File: config.mk
export PLATFORM = sky130hd
export DESIGN_NAME = dram_stream_ctrl
export DESIGN_NICKNAME = d
export VERILOG_FILES = /design/src/rtl/dram_stream_pkg.sv /design/src/rtl/dram_stream_ctrl_sync_fifo.sv /design/src/rtl/dram_stream_ctrl.sv
export SDC_FILE = /design/constraint.sdc
export NUM_CORES = 1
export LEC_CHECK = 0
export CORE_ASPECT_RATIO = 0.75
export CORE_MARGIN = 3
export CORE_UTILIZATION = 45
export CTS_CLUSTER_DIAMETER = 120
export CTS_CLUSTER_SIZE = 40
export DETAILED_ROUTE_END_ITERATION = 10
export PLACE_DENSITY = 0.78
export SLEW_MARGIN = 5
export SYNTH_ARGS = -nofsm -noshare
export SYNTH_HDL_FRONTEND = slang
export SYNTH_SLANG_ARGS = --single-unit
File: constraint.sdc
create_clock -name i_clk -period 2.4 [get_ports i_clk]
set_input_delay 0.48 -clock i_clk [delete_from_list [all_inputs] [get_ports i_clk]]
set_output_delay 0.48 -clock i_clk [all_outputs]
set_load 0.005 [all_outputs]
File: src/rtl/dram_stream_pkg.sv
// dram_stream_pkg
// Shared types for the DRAM stream controller.
//   rd_state_t : read-side burst FSM states (IDLE, BURST)
//   tag_t      : return-path tag {valid, ch, last} that travels alongside each
//                issued read address until its data comes back from the pins
//   ch_width() : width of a channel index for a given client count (min 1)
package dram_stream_pkg;

  // Upper bound on the channel index width carried in a tag; the top only
  // uses the low ch_width(N_RD) bits.
  localparam int CH_MAX_W = 8;

  typedef enum logic {
    IDLE  = 1'b0,
    BURST = 1'b1
  } rd_state_t;

  typedef struct packed {
    logic                valid;
    logic [CH_MAX_W-1:0] ch;
    logic                last;
  } tag_t;

  function automatic int ch_width(input int n);
    return (n > 1) ? $clog2(n) : 1;
  endfunction

endpackage

File: src/rtl/dram_stream_ctrl_sync_fifo.sv
// sync_fifo
// Single-clock FIFO used as the writeback buffer.
//   clk, rst  : clock, synchronous active-high reset (pointers/count only)
//   push      : write wdata when wr_ready is high (push while full is ignored)
//   pop       : drop the head entry when not empty
//   rdata     : current head entry (valid while !empty)
//   wr_ready  : registered "not full"
//   empty     : no entries stored
// Push and pop in the same cycle leave the count unchanged. No fall-through:
// a pushed word becomes visible at the head one edge after the push.
module sync_fifo #(
  parameter int DATA_W = 8,
  parameter int DEPTH  = 8
) (
  input  logic                     clk,
  input  logic                     rst,
  input  logic                     push,
  input  logic signed [DATA_W-1:0] wdata,
  input  logic                     pop,
  output logic signed [DATA_W-1:0] rdata,
  output logic                     wr_ready,
  output logic                     empty
);

  localparam int PTR_W = (DEPTH > 1) ? $clog2(DEPTH) : 1;
  localparam int CNT_W = PTR_W + 1;

  logic signed [DATA_W-1:0] mem [DEPTH];
  logic [PTR_W-1:0]         wr_ptr_q, rd_ptr_q;
  logic [CNT_W-1:0]         cnt_q, cnt_d;
  logic                     push_ok, pop_ok;

  assign empty   = (cnt_q == '0);
  assign push_ok = push & wr_ready;
  assign pop_ok  = pop & ~empty;
  assign rdata   = mem[rd_ptr_q];

  always_comb begin
    cnt_d = cnt_q;
    if (push_ok && !pop_ok)
      cnt_d = cnt_q + CNT_W'(1);
    else if (!push_ok && pop_ok)
      cnt_d = cnt_q - CNT_W'(1);
  end

  always_ff @(posedge clk) begin
    if (rst) begin
      wr_ptr_q <= '0;
      rd_ptr_q <= '0;
      cnt_q    <= '0;
      wr_ready <= 1'b1;
    end else begin
      if (push_ok) wr_ptr_q <= wr_ptr_q + PTR_W'(1);
      if (pop_ok)  rd_ptr_q <= rd_ptr_q + PTR_W'(1);
      cnt_q    <= cnt_d;
      wr_ready <= (cnt_d != CNT_W'(DEPTH));
    end
  end

  always_ff @(posedge clk) begin
    if (push_ok) mem[wr_ptr_q] <= wdata;
  end

endmodule

File: src/rtl/dram_stream_ctrl.sv
// dram_stream_ctrl
// Off-chip memory port controller between the CNN/LSTM datapath and the DRAM
// pins.
//   Read side : N_RD clients post bursts (i_rd_req/i_rd_base/i_rd_len). One is
//               granted per IDLE cycle (o_rd_ack pulse), its addresses are
//               driven on o_DRAM_1_addr one per cycle, and i_DRAM_out_data is
//               returned RD_LAT edges later on o_rd_valid/o_rd_data/o_rd_ch/
//               o_rd_last. o_rd_busy covers issuing and in-flight beats.
//   Write side: i_wr_valid/i_wr_data fill a WB_DEPTH FIFO (o_wr_ready = not
//               full); the FIFO drains one word per cycle onto o_DRAM_in3_*
//               at an auto-incrementing address (i_wr_base_load/i_wr_base).
//   Clock/reset: i_clk, synchronous active-high i_reset. All outputs registered.
// Build option: define DRAM_STREAM_RR_EN for round-robin arbitration;
// otherwise the lowest requesting channel index wins.
module dram_stream_ctrl
  import dram_stream_pkg::*;
#(
  parameter int DATA_W   = 8,
  parameter int ADDR_W   = 13,
  parameter int N_RD     = 2,
  parameter int LEN_W    = 8,
  parameter int RD_LAT   = 2,
  parameter int WB_DEPTH = 8
) (
  input  logic                          i_clk,
  input  logic                          i_reset,
  input  logic [N_RD-1:0]               i_rd_req,
  input  logic [N_RD*ADDR_W-1:0]        i_rd_base,
  input  logic [N_RD*LEN_W-1:0]         i_rd_len,
  output logic [N_RD-1:0]               o_rd_ack,
  output logic                          o_rd_valid,
  output logic [ch_width(N_RD)-1:0]     o_rd_ch,
  output logic signed [DATA_W-1:0]      o_rd_data,
  output logic                          o_rd_last,
  output logic                          o_rd_busy,
  input  logic                          i_wr_valid,
  input  logic signed [DATA_W-1:0]      i_wr_data,
  output logic                          o_wr_ready,
  input  logic                          i_wr_base_load,
  input  logic [ADDR_W-1:0]             i_wr_base,
  output logic [ADDR_W-1:0]             o_DRAM_1_addr,
  input  logic signed [DATA_W-1:0]      i_DRAM_out_data,
  output logic                          o_DRAM_in3_WEN,
  output logic signed [DATA_W-1:0]      o_DRAM_in3_Data,
  output logic [ADDR_W-1:0]             o_DRAM_in3_addr
);

  localparam int CH_W = ch_width(N_RD);

  rd_state_t         state_q, state_d;
  logic [ADDR_W-1:0] base_q;
  logic [LEN_W-1:0]  len_q, beat_q;
  logic [CH_W-1:0]   ch_q;
  logic              gnt_any;
  logic [CH_W-1:0]   gnt_ch;
  logic              issue;
  tag_t              tag_in;
  tag_t              tag_p [RD_LAT];
  logic              busy_d;

  // Arbitration (evaluated only while IDLE)
`ifdef DRAM_STREAM_RR_EN
  logic [CH_W-1:0] rr_ptr_q;

  always_comb begin
    int idx;
    gnt_any = 1'b0;
    gnt_ch  = '0;
    idx     = 0;
    for (int i = 0; i < N_RD; i++) begin
      idx = (int'(rr_ptr_q) + i) % N_RD;
      if (!gnt_any && i_rd_req[idx]) begin
        gnt_any = 1'b1;
        gnt_ch  = CH_W'(idx);
      end
    end
  end

  always_ff @(posedge i_clk) begin
    if (i_reset)
      rr_ptr_q <= '0;
    else if (state_q == IDLE && gnt_any)
      rr_ptr_q <= (gnt_ch == CH_W'(N_RD - 1)) ? '0 : gnt_ch + CH_W'(1);
  end
`else
  always_comb begin
    gnt_any = 1'b0;
    gnt_ch  = '0;
    // Descending scan so the lowest requesting index is the last one written.
    for (int i = N_RD - 1; i >= 0; i--) begin
      if (i_rd_req[i]) begin
        gnt_any = 1'b1;
        gnt_ch  = CH_W'(i);
      end
    end
  end
`endif

  // Burst FSM: IDLE takes the grant; BURST issues one address per cycle.
  always_comb begin
    state_d = state_q;
    issue   = 1'b0;
    case (state_q)
      IDLE:  if (gnt_any) state_d = BURST;
      BURST: begin
        issue = 1'b1;
        if (beat_q == len_q) state_d = IDLE;
      end
      default: state_d = IDLE;
    endcase
  end

  always_comb begin
    tag_in       = '0;
    tag_in.valid = issue;
    tag_in.ch    = CH_MAX_W'(ch_q);
    tag_in.last  = issue && (beat_q == len_q);
  end

  // The registered busy flag looks at the next-cycle state and tags so that
  // it lines up with the registered address and tag pipeline.
  always_comb begin
    busy_d = (state_d == BURST) | tag_in.valid;
    for (int i = 0; i < RD_LAT - 1; i++)
      busy_d = busy_d | tag_p[i].valid;
  end

  always_ff @(posedge i_clk) begin
    if (state_q == IDLE && gnt_any) begin
      base_q <= i_rd_base[int'(gnt_ch)*ADDR_W +: ADDR_W];
      len_q  <= i_rd_len[int'(gnt_ch)*LEN_W +: LEN_W];
      ch_q   <= gnt_ch;
    end
  end

  // Issue stage: address pins, grant pulse, tag pipeline entry
  always_ff @(posedge i_clk) begin
    if (i_reset) begin
      state_q       <= IDLE;
      beat_q        <= '0;
      o_rd_ack      <= '0;
      o_DRAM_1_addr <= '0;
      o_rd_busy     <= 1'b0;
    end else begin
      state_q   <= state_d;
      o_rd_busy <= busy_d;
      o_rd_ack  <= (issue && beat_q == '0) ? (N_RD'(1) << ch_q) : '0;
      if (state_q == IDLE)
        beat_q <= '0;
      else if (issue)
        beat_q <= beat_q + LEN_W'(1);
      if (issue)
        o_DRAM_1_addr <= base_q + ADDR_W'(beat_q);
    end
  end

  // Tag pipeline: RD_LAT stages between address edge and data sample edge
  always_ff @(posedge i_clk) begin
    if (i_reset) begin
      for (int i = 0; i < RD_LAT; i++) tag_p[i] <= '0;
    end else begin
      tag_p[0] <= tag_in;
      for (int i = 1; i < RD_LAT; i++) tag_p[i] <= tag_p[i-1];
    end
  end

  // Return stage: sample the data pins under the oldest tag
  always_ff @(posedge i_clk) begin
    if (i_reset) begin
      o_rd_valid <= 1'b0;
      o_rd_ch    <= '0;
      o_rd_last  <= 1'b0;
      o_rd_data  <= '0;
    end else begin
      o_rd_valid <= tag_p[RD_LAT-1].valid;
      o_rd_last  <= tag_p[RD_LAT-1].valid & tag_p[RD_LAT-1].last;
      if (tag_p[RD_LAT-1].valid) begin
        o_rd_ch   <= tag_p[RD_LAT-1].ch[CH_W-1:0];
        o_rd_data <= i_DRAM_out_data;
      end
    end
  end

  // Writeback buffer and drain
  logic                     wb_push, wb_pop, wb_empty;
  logic signed [DATA_W-1:0] wb_head;
  logic [ADDR_W-1:0]        wcnt_q;

  assign wb_push = i_wr_valid & o_wr_ready;
  assign wb_pop  = ~wb_empty;

  sync_fifo #(
    .DATA_W (DATA_W),
    .DEPTH  (WB_DEPTH)
  ) u_wb_fifo (
    .clk      (i_clk),
    .rst      (i_reset),
    .push     (wb_push),
    .wdata    (i_wr_data),
    .pop      (wb_pop),
    .rdata    (wb_head),
    .wr_ready (o_wr_ready),
    .empty    (wb_empty)
  );

  always_ff @(posedge i_clk) begin
    if (i_reset) begin
      wcnt_q          <= '0;
      o_DRAM_in3_WEN  <= 1'b0;
      o_DRAM_in3_Data <= '0;
      o_DRAM_in3_addr <= '0;
    end else begin
      o_DRAM_in3_WEN <= wb_pop;
      if (wb_pop) begin
        o_DRAM_in3_Data <= wb_head;
        o_DRAM_in3_addr <= wcnt_q;
      end
      // A load wins over the increment; the write in this cycle already
      // captured the old counter value above.
      if (i_wr_base_load)
        wcnt_q <= i_wr_base;
      else if (wb_pop)
        wcnt_q <= wcnt_q + ADDR_W'(1);
    end
  end

  // Pushing into a full buffer loses data.
  always_ff @(posedge i_clk) begin
    if (!i_reset && i_wr_valid)
      assert (o_wr_ready);
  end

endmodule

==> flow_metrics.py, run 1 <==
metrics = {
    "timing": {
        "hold_violations": 0,
        "fin_setup_tns_ps": 0,
        "max_freq_mhz": 459,
        "finalClockSkew_ps": 9.61,
        "final-max-slew-violation-count": 0,
        "finalWorstPathRequiredPeriod_ps": 2180,
        "min_period_over_period": 0.908,
        "tightestPinTransition_ps": 607,
        "relSlewSlack": 0.595,
        "setup_viol": 0,
        "rsz0062_at_grt": "false",
    },
    "setup_path": {
        "cp-end-kind": "flip-flop",
        "path_depth": 8,
        "crit_family": "simple AND/OR/NAND/NOR gates",
        "worstPathRequired_ps": 2750,
        "cp_data_arrival_time_ps": 2530,
        "crit_start": "u_wb_fifo.cnt_q[0]",
        "critPathMaxStageDelay_ps": 430,
        "critPathSlowestCell": "dfxtp_1",
        "timing.critical_path.cells": "inv_1 -> ha_1 -> or3b_1 -> buf_12 -> nand3_1 -> or3_1 -> a21o_1 -> a21oi_1",
        "r2r-start": "u_wb_fifo.cnt_q[0]",
        "cp_num_buf_inv": 2,
        "ff2ff_path_depth": 8,
        "criticalPathCategory": "reg2reg",
        "path_max_fanout": 26,
        "start_kind": "flip-flop",
    },
    "drt": {
        "wl_per_cell_um": 16.7,
        "ant_nets": 0,
        "drc_errors": 0,
        "drt_wl_total_mm": 15.9,
        "dr_total_vias": 4979,
        "drt-pass1-iter-count": 5,
        "dr.first_iter.drc_count": 303,
        "via_per_inst": 5.24,
    },
    "cts": {
        "htree_levels": 4,
        "clock-sinks": 174,
        "cts_hold_buffers": 0,
        "cts_root_buf": "clkbuf_16",
        "postCtsSetupBuffers": 0,
        "cts_tree": "yes",
        "post_cts_resized": 0,
        "worstSkewPairLatency_ps": 420,
        "cts.clk_slew.worst_paths_ps": 70,
        "cts_buffers": 17,
        "clk_path_buf_depth": 2,
    },
    "floorplanning": {
        "die_x_um": 153,
        "die_area_sq_um": 17700,
        "start_util": 0.468,
        "fp.coreArea_sq_um": 15500,
        "pin_count": 127,
        "dieHeight_um": 116,
        "row_count": 39,
    },
    "grt": {
        "grt_max_degree": 48,
        "overflow": 0,
        "grt_pass1_wl_mm": 25.9,
        "antenna_found_initial": 0,
        "track_usage": 0.185,
        "first_global_vias": 4908,
    },
    "layout": {
        "final_cells": 950,
        "antennaDiodeCount": 0,
        "layout.nets": 826,
        "syn_to_final_growth_pct": 29.2,
        "drive_gt1_frac": 0.126,
    },
    "synthesis": {
        "syn-instance-count": 598,
        "yosysWarningCount": 0,
        "yosys_most_used_dff": "dfxtp_1",
        "synth_nets": 692,
        "seq_area_frac_synth": 0.598,
        "synth_cell_types": 48,
        "netlist_area_sq_um": 7270,
        "ys_ff_latch": 174,
        "synth.avg_cell_area_sq_um": 12.2,
        "async_flop_share": 0,
        "synth_edf_count": 86,
    },
    "worst_hold_path": {
        "hold_depth": 1,
        "hold_class": "reg2reg",
        "min_from": "tag_p[0][10]",
    },
    "job": {
        "cap_viol_max_count": 0,
    },
    "placement": {
        "dp_hpwl_mm": 11.3,
        "dpl.cell_count": 918,
        "io_buffers": 126,
        "gp_congestion": 0.890,
    },
    "power_and_ir_drop": {
        "p_per_area_nw_per_um2": 874,
        "intPower_uw": 5960,
        "p_clk_frac": 0.328,
        "ir_worst_vdd_uv": 510,
        "p_leak_uw": 0.00338,
        "combPwrFrac": 0.230,
        "switching_power_uw": 2250,
        "p_seq_frac": 0.443,
        "swShare": 0.274,
    },
    "outcome": {
        "status": "finished clean",
    },
}
[cell usage after synthesis (2+ instances only)]
library cell | count | area (sq um)
a211oi_1 | 15 | 113
a21o_1 | 2 | 15.0
a21oi_1 | 36 | 180
and2_1 | 3 | 18.8
buf_1 | 4 | 15.0
buf_2 | 6 | 30.0
buf_6 | 2 | 22.5
clkbuf_1 | 18 | 67.6
dfxtp_1 | 88 | 1760
edfxtp_1 | 86 | 2580
ha_1 | 16 | 200
inv_1 | 17 | 63.8
mux2_2 | 21 | 236
mux2i_1 | 25 | 250
mux4_2 | 16 | 360
nand2_1 | 53 | 199
nand2b_1 | 6 | 37.5
nand3_1 | 13 | 65.1
nand4_1 | 8 | 50.1
nor2_1 | 65 | 244
nor2b_1 | 11 | 68.8
nor3_1 | 8 | 40.0
nor4_1 | 3 | 18.8
nor4b_1 | 2 | 17.5
o211ai_1 | 3 | 22.5
o21a_1 | 6 | 45.0
o21ai_0 | 8 | 40.0
xnor2_1 | 11 | 96.3
xor2_1 | 27 | 236
[state kept, by name, indices dropped and copies added, names as in the netlist, 8 cells and up]
| name | count |
|---|---|
| o_DRAM_1_addr | 13 |
| beat_q | 8 |
| len_q | 8 |
| wcnt_q | 13 |
| o_DRAM_in3_Data | 8 |
| base_q | 13 |
| o_rd_data | 8 |
| o_DRAM_in3_addr | 13 |
| u_wb_fifo.mem | 64 |
[cell families (layout without fill, tap and decap cells)]
group,Yosys count,in the layout,synth area share
xor+xnor,38,38,0.0458
compound gates,77,77,0.0644
buf+inv,48,195,0.0284
flops,174,174,0.598
mux,62,62,0.117
simple gates,182,182,0.117
fa+ha+maj,17,17,0.0303
[metrics by stage]
step	util	cell area [sq um]	hold WS, ps	total power, uW	setup slack, ps
finish	0.605	9390	431	8210	221
floorplan	-	7270	406	4840	288
global placement	0.568	8810	414	5500	124
detailed placement	0.568	8810	420	5590	73.9
CTS	0.605	9390	435	8300	125
global route	0.605	9390	441	8640	71.6
[power by group through the flow]
| stage | Sequential, uW | Clock [uW] | Combinational [uW] |
|---|---|---|---|
| after floorplan | 3620 | 0 | 1220 |
| after global placement | 3670 | 0 | 1830 |
| after detailed placement | 3700 | 0 | 1900 |
| after CTS | 3630 | 2750 | 1910 |
| after global routing | 3670 | 2890 | 2080 |
| final | 3630 | 2690 | 1890 |
[worst paths after layout]
check | endpoint | slack, ps
hold / removal | o_rd_last | 430
hold reg to reg | o_rd_last | 430
setup / recovery | wcnt_q[7] | 220
setup reg to reg | wcnt_q[7] | 220
[layout by cell type (no fill, tap or decap), types with 3 or more instances in the layout]
master,Yosys,routed
a21oi_1,36,36
nand3_1,13,13
clkbuf_16,0,17
nor2b_1,11,10
xnor2_1,11,11
dfxtp_1,88,88
ha_1,16,16
edfxtp_1,86,86
inv_6,0,4
inv_1,17,17
mux2_2,21,21
o211ai_1,3,3
a211oi_1,15,14
buf_4,1,19
nor3_1,8,8
nor4_1,3,3
and2_1,3,3
nand2b_1,6,6
mux4_2,16,16
clkdlybuf4s50_1,0,125
xor2_1,27,27
nor2_1,65,64
o21ai_0,8,8
nand4_1,8,8
nand2_1,53,53
o21a_1,6,6
mux2i_1,25,25
[worst reg2reg max path: stages (launching register included)]
cell and delay, ps:
dfxtp_1 430, inv_1 90, ha_1 240, or3b_1 320, buf_12 210, nand3_1 180, or3_1 350, a21o_1 180
a21oi_1 130
[area by class of cell]
| class | instances | area, sq um |
|---|---|---|
| well taps | 205 | 256 |
| inverters | 17 | 63.8 |
| fillers | 1212 | 6120 |
| flip-flops and latches | 174 | 4340 |
| clock inverters | 12 | 134 |
| repair buffers | 146 | 1420 |
| clock buffers | 20 | 447 |
| multi-input cells | 376 | 2730 |
[routing by layer]
metal | part of all wire | up-vias | global-route usage
met1 | 0.45 | 2383 | 0.253
li1 | - | 2410 | -
met5 | 0 | - | 0
met4 | 0.012 | 0 | 0.0582
met2 | 0.47 | 171 | 0.290
met3 | 0.075 | 15 | 0.0545
Power figures use the tool's default switching activity.
==> inputs of run 2 (changes only) <==
Settings changed: CELL_PAD_IN_SITES_DETAIL_PLACEMENT from default to 0, CELL_PAD_IN_SITES_GLOBAL_PLACEMENT from default to 1, DONT_BUFFER_PORTS from default to 1, PLACE_DENSITY 0.78 to 0.8.
==> run 2 against run 1 <==
  * Sequential share of layout area grew 7.2 points
  * Critical path depth shrank 1
  * Die area is the same
  * Combinational power shrank 26%
  * Maximum frequency shrank 2.3%
  * Sequential power is essentially flat
  * Final cell count shrank 13%
  * Routed wire length shrank 11%
  * First-iteration DRC count shrank 3.6%
  * Largest cell class unchanged
==> flow_metrics.py, run 2 (synthesis gave the netlist of run 1 again) <==
metrics = {
    "outcome": {
        "status": "finished clean",
    },
    "layout": {
        "ff_latch_area_sq_um": 4340,
        "layout_commonest_cell": "dfxtp_1",
        "final_cell_mix": "dfxtp_1 (88), edfxtp_1 (86), nor2_1 (64), nand2_1 (53), a21oi_1 (36)",
        "largest_reg_flops": 64,
        "syn_to_final_growth_pct": 11.8,
        "final_cells": 822,
        "final_core_util": 0.524,
        "multi_input_area_sq_um": 2720,
        "layout.nets": 698,
        "nFillCells": 1345,
        "regMostFlops": "u_wb_fifo.mem",
        "drive_gt1_frac": 0.151,
        "antennaDiodeCount": 0,
        "postLayoutCellArea_sq_um": 8130,
    },
    "power_and_ir_drop": {
        "p_per_area_nw_per_um2": 955,
        "ir_worst_vdd_uv": 542,
        "p_leak_uw": 0.00290,
    },
    "grt": {
        "first_global_vias": 4301,
        "grt_max_degree": 80,
        "overflow": 0,
        "track_usage": 0.163,
        "antenna_found_initial": 0,
        "grt_pass1_wl_mm": 22.7,
    },
    "placement": {
        "dp_slack_ps": 260,
        "dp_hpwl_mm": 9.80,
        "dpl.cell_count": 790,
        "io_buffers": 0,
        "dpl_cell_area_sq_um": 7520,
        "gp_congestion": 0.799,
    },
    "setup_path": {
        "cp_common_cell": "a211oi_1",
        "cp-end-kind": "flip-flop",
        "cp_num_buf_inv": 0,
        "cp_data_arrival_time_ps": 2570,
        "start_kind": "flip-flop",
        "path_max_fanout": 7,
        "critPathMaxStageDelay_ps": 410,
        "timing.critical_path.cells": "ha_1 -> fa_1 -> a211oi_1 -> o211ai_1 -> nand4_1 -> xor2_1 -> a211oi_1",
        "crit_family": "compound AO/OA/AOI/OAI gates",
        "critPathSlowestCell": "fa_1",
        "criticalPathCategory": "reg2reg",
        "worstPathRequired_ps": 2740,
    },
    "drt": {
        "ant_nets": 0,
        "drt-pass1-iter-count": 5,
        "wl_per_cell_um": 17.3,
        "drc_errors": 0,
        "via_per_inst": 5.37,
        "drt_wl_total_mm": 14.2,
        "dr.first_iter.drc_count": 292,
        "dr_total_vias": 4416,
    },
    "cts": {
        "clock-sinks": 174,
        "cts_hold_buffers": 0,
        "cts_root_buf": "clkbuf_16",
        "cts_buffers": 17,
        "post_cts_resized": 0,
        "cts_tree": "yes",
        "clk_path_buf_depth": 2,
        "postCtsSetupBuffers": 0,
        "cts.clk_slew.worst_paths_ps": 70,
        "worstSkewPairLatency_ps": 420,
        "htree_levels": 4,
    },
    "timing": {
        "final-max-slew-violation-count": 0,
        "setup_viol": 0,
        "hold_violations": 0,
        "relSlewSlack": 0.583,
        "finalWorstPathRequiredPeriod_ps": 2230,
        "finalClockSkew_ps": 12.0,
        "min_period_over_period": 0.929,
        "finalWorstSetupSlack_ps": 170,
        "tightestPinTransition_ps": 625,
        "max_freq_mhz": 448,
        "rsz0062_at_grt": "false",
        "fin_setup_tns_ps": 0,
    },
    "floorplanning": {
        "start_util": 0.468,
        "die_area_sq_um": 17700,
        "die_x_um": 153,
        "row_count": 39,
        "fp.coreArea_sq_um": 15500,
        "pin_count": 127,
        "dieHeight_um": 116,
    },
    "worst_hold_path": {
        "hold_class": "in2reg",
    },
    "job": {
        "cap_viol_max_count": 0,
    },
}
## run 2: final timing paths
kind / from / endpoint / slack (ps) / cells after the start
hold / removal: i_reset / o_DRAM_1_addr[0] / 130 / 1
setup / recovery: beat_q[0] / o_DRAM_1_addr[10] / 170 / 7
hold reg to reg: tag_p[0][10] / o_rd_last / 430 / 1
setup reg to reg: beat_q[0] / o_DRAM_1_addr[10] / 170 / 7
## run 2: stage by stage
stage	power [uW]	hold slack, ps
global placement	5090	420
finish	7770	126
floorplan	4840	406
detailed placement	5140	422
CTS	7860	102
global route	8190	93.1
## run 2: cell type report
| cell class | count | area share |
|---|---|---|
| well taps | 205 | 0.0316 |
| clock buffers | 18 | 0.0540 |
| inverters | 17 | 0.00785 |
| clock inverters | 14 | 0.0203 |
| flip-flops and latches | 174 | 0.534 |
| multi-input cells | 376 | 0.335 |
| repair buffers | 18 | 0.0166 |
## run 2: power by group
| group | switching, uW | internal (uW) |
|---|---|---|
| sequential | 250 | 3410 |
| clock | 1280 | 1430 |
| combinational | 757 | 642 |
## run 2: layer usage
metal	part of all wire	global-route usage	vias up	routed length [um]
met1	0.46	0.221	2109	6580
met4	0.0098	0.0457	0	139
met3	0.073	0.0564	9	1040
met5	0	0	-	0
met2	0.45	0.253	149	6430
li1	-	-	2149	-
## run 2: worst reg2reg max path, delay by kind of cell (launching register included)
family / cells / cell delay, ps
xor gates and xnor gates: 1 / 80
AOI/OAI and AO/OA: 3 / 860
and+or+nand+nor: 1 / 170
DFF: 1 / 390
adders and majority gates: 2 / 660
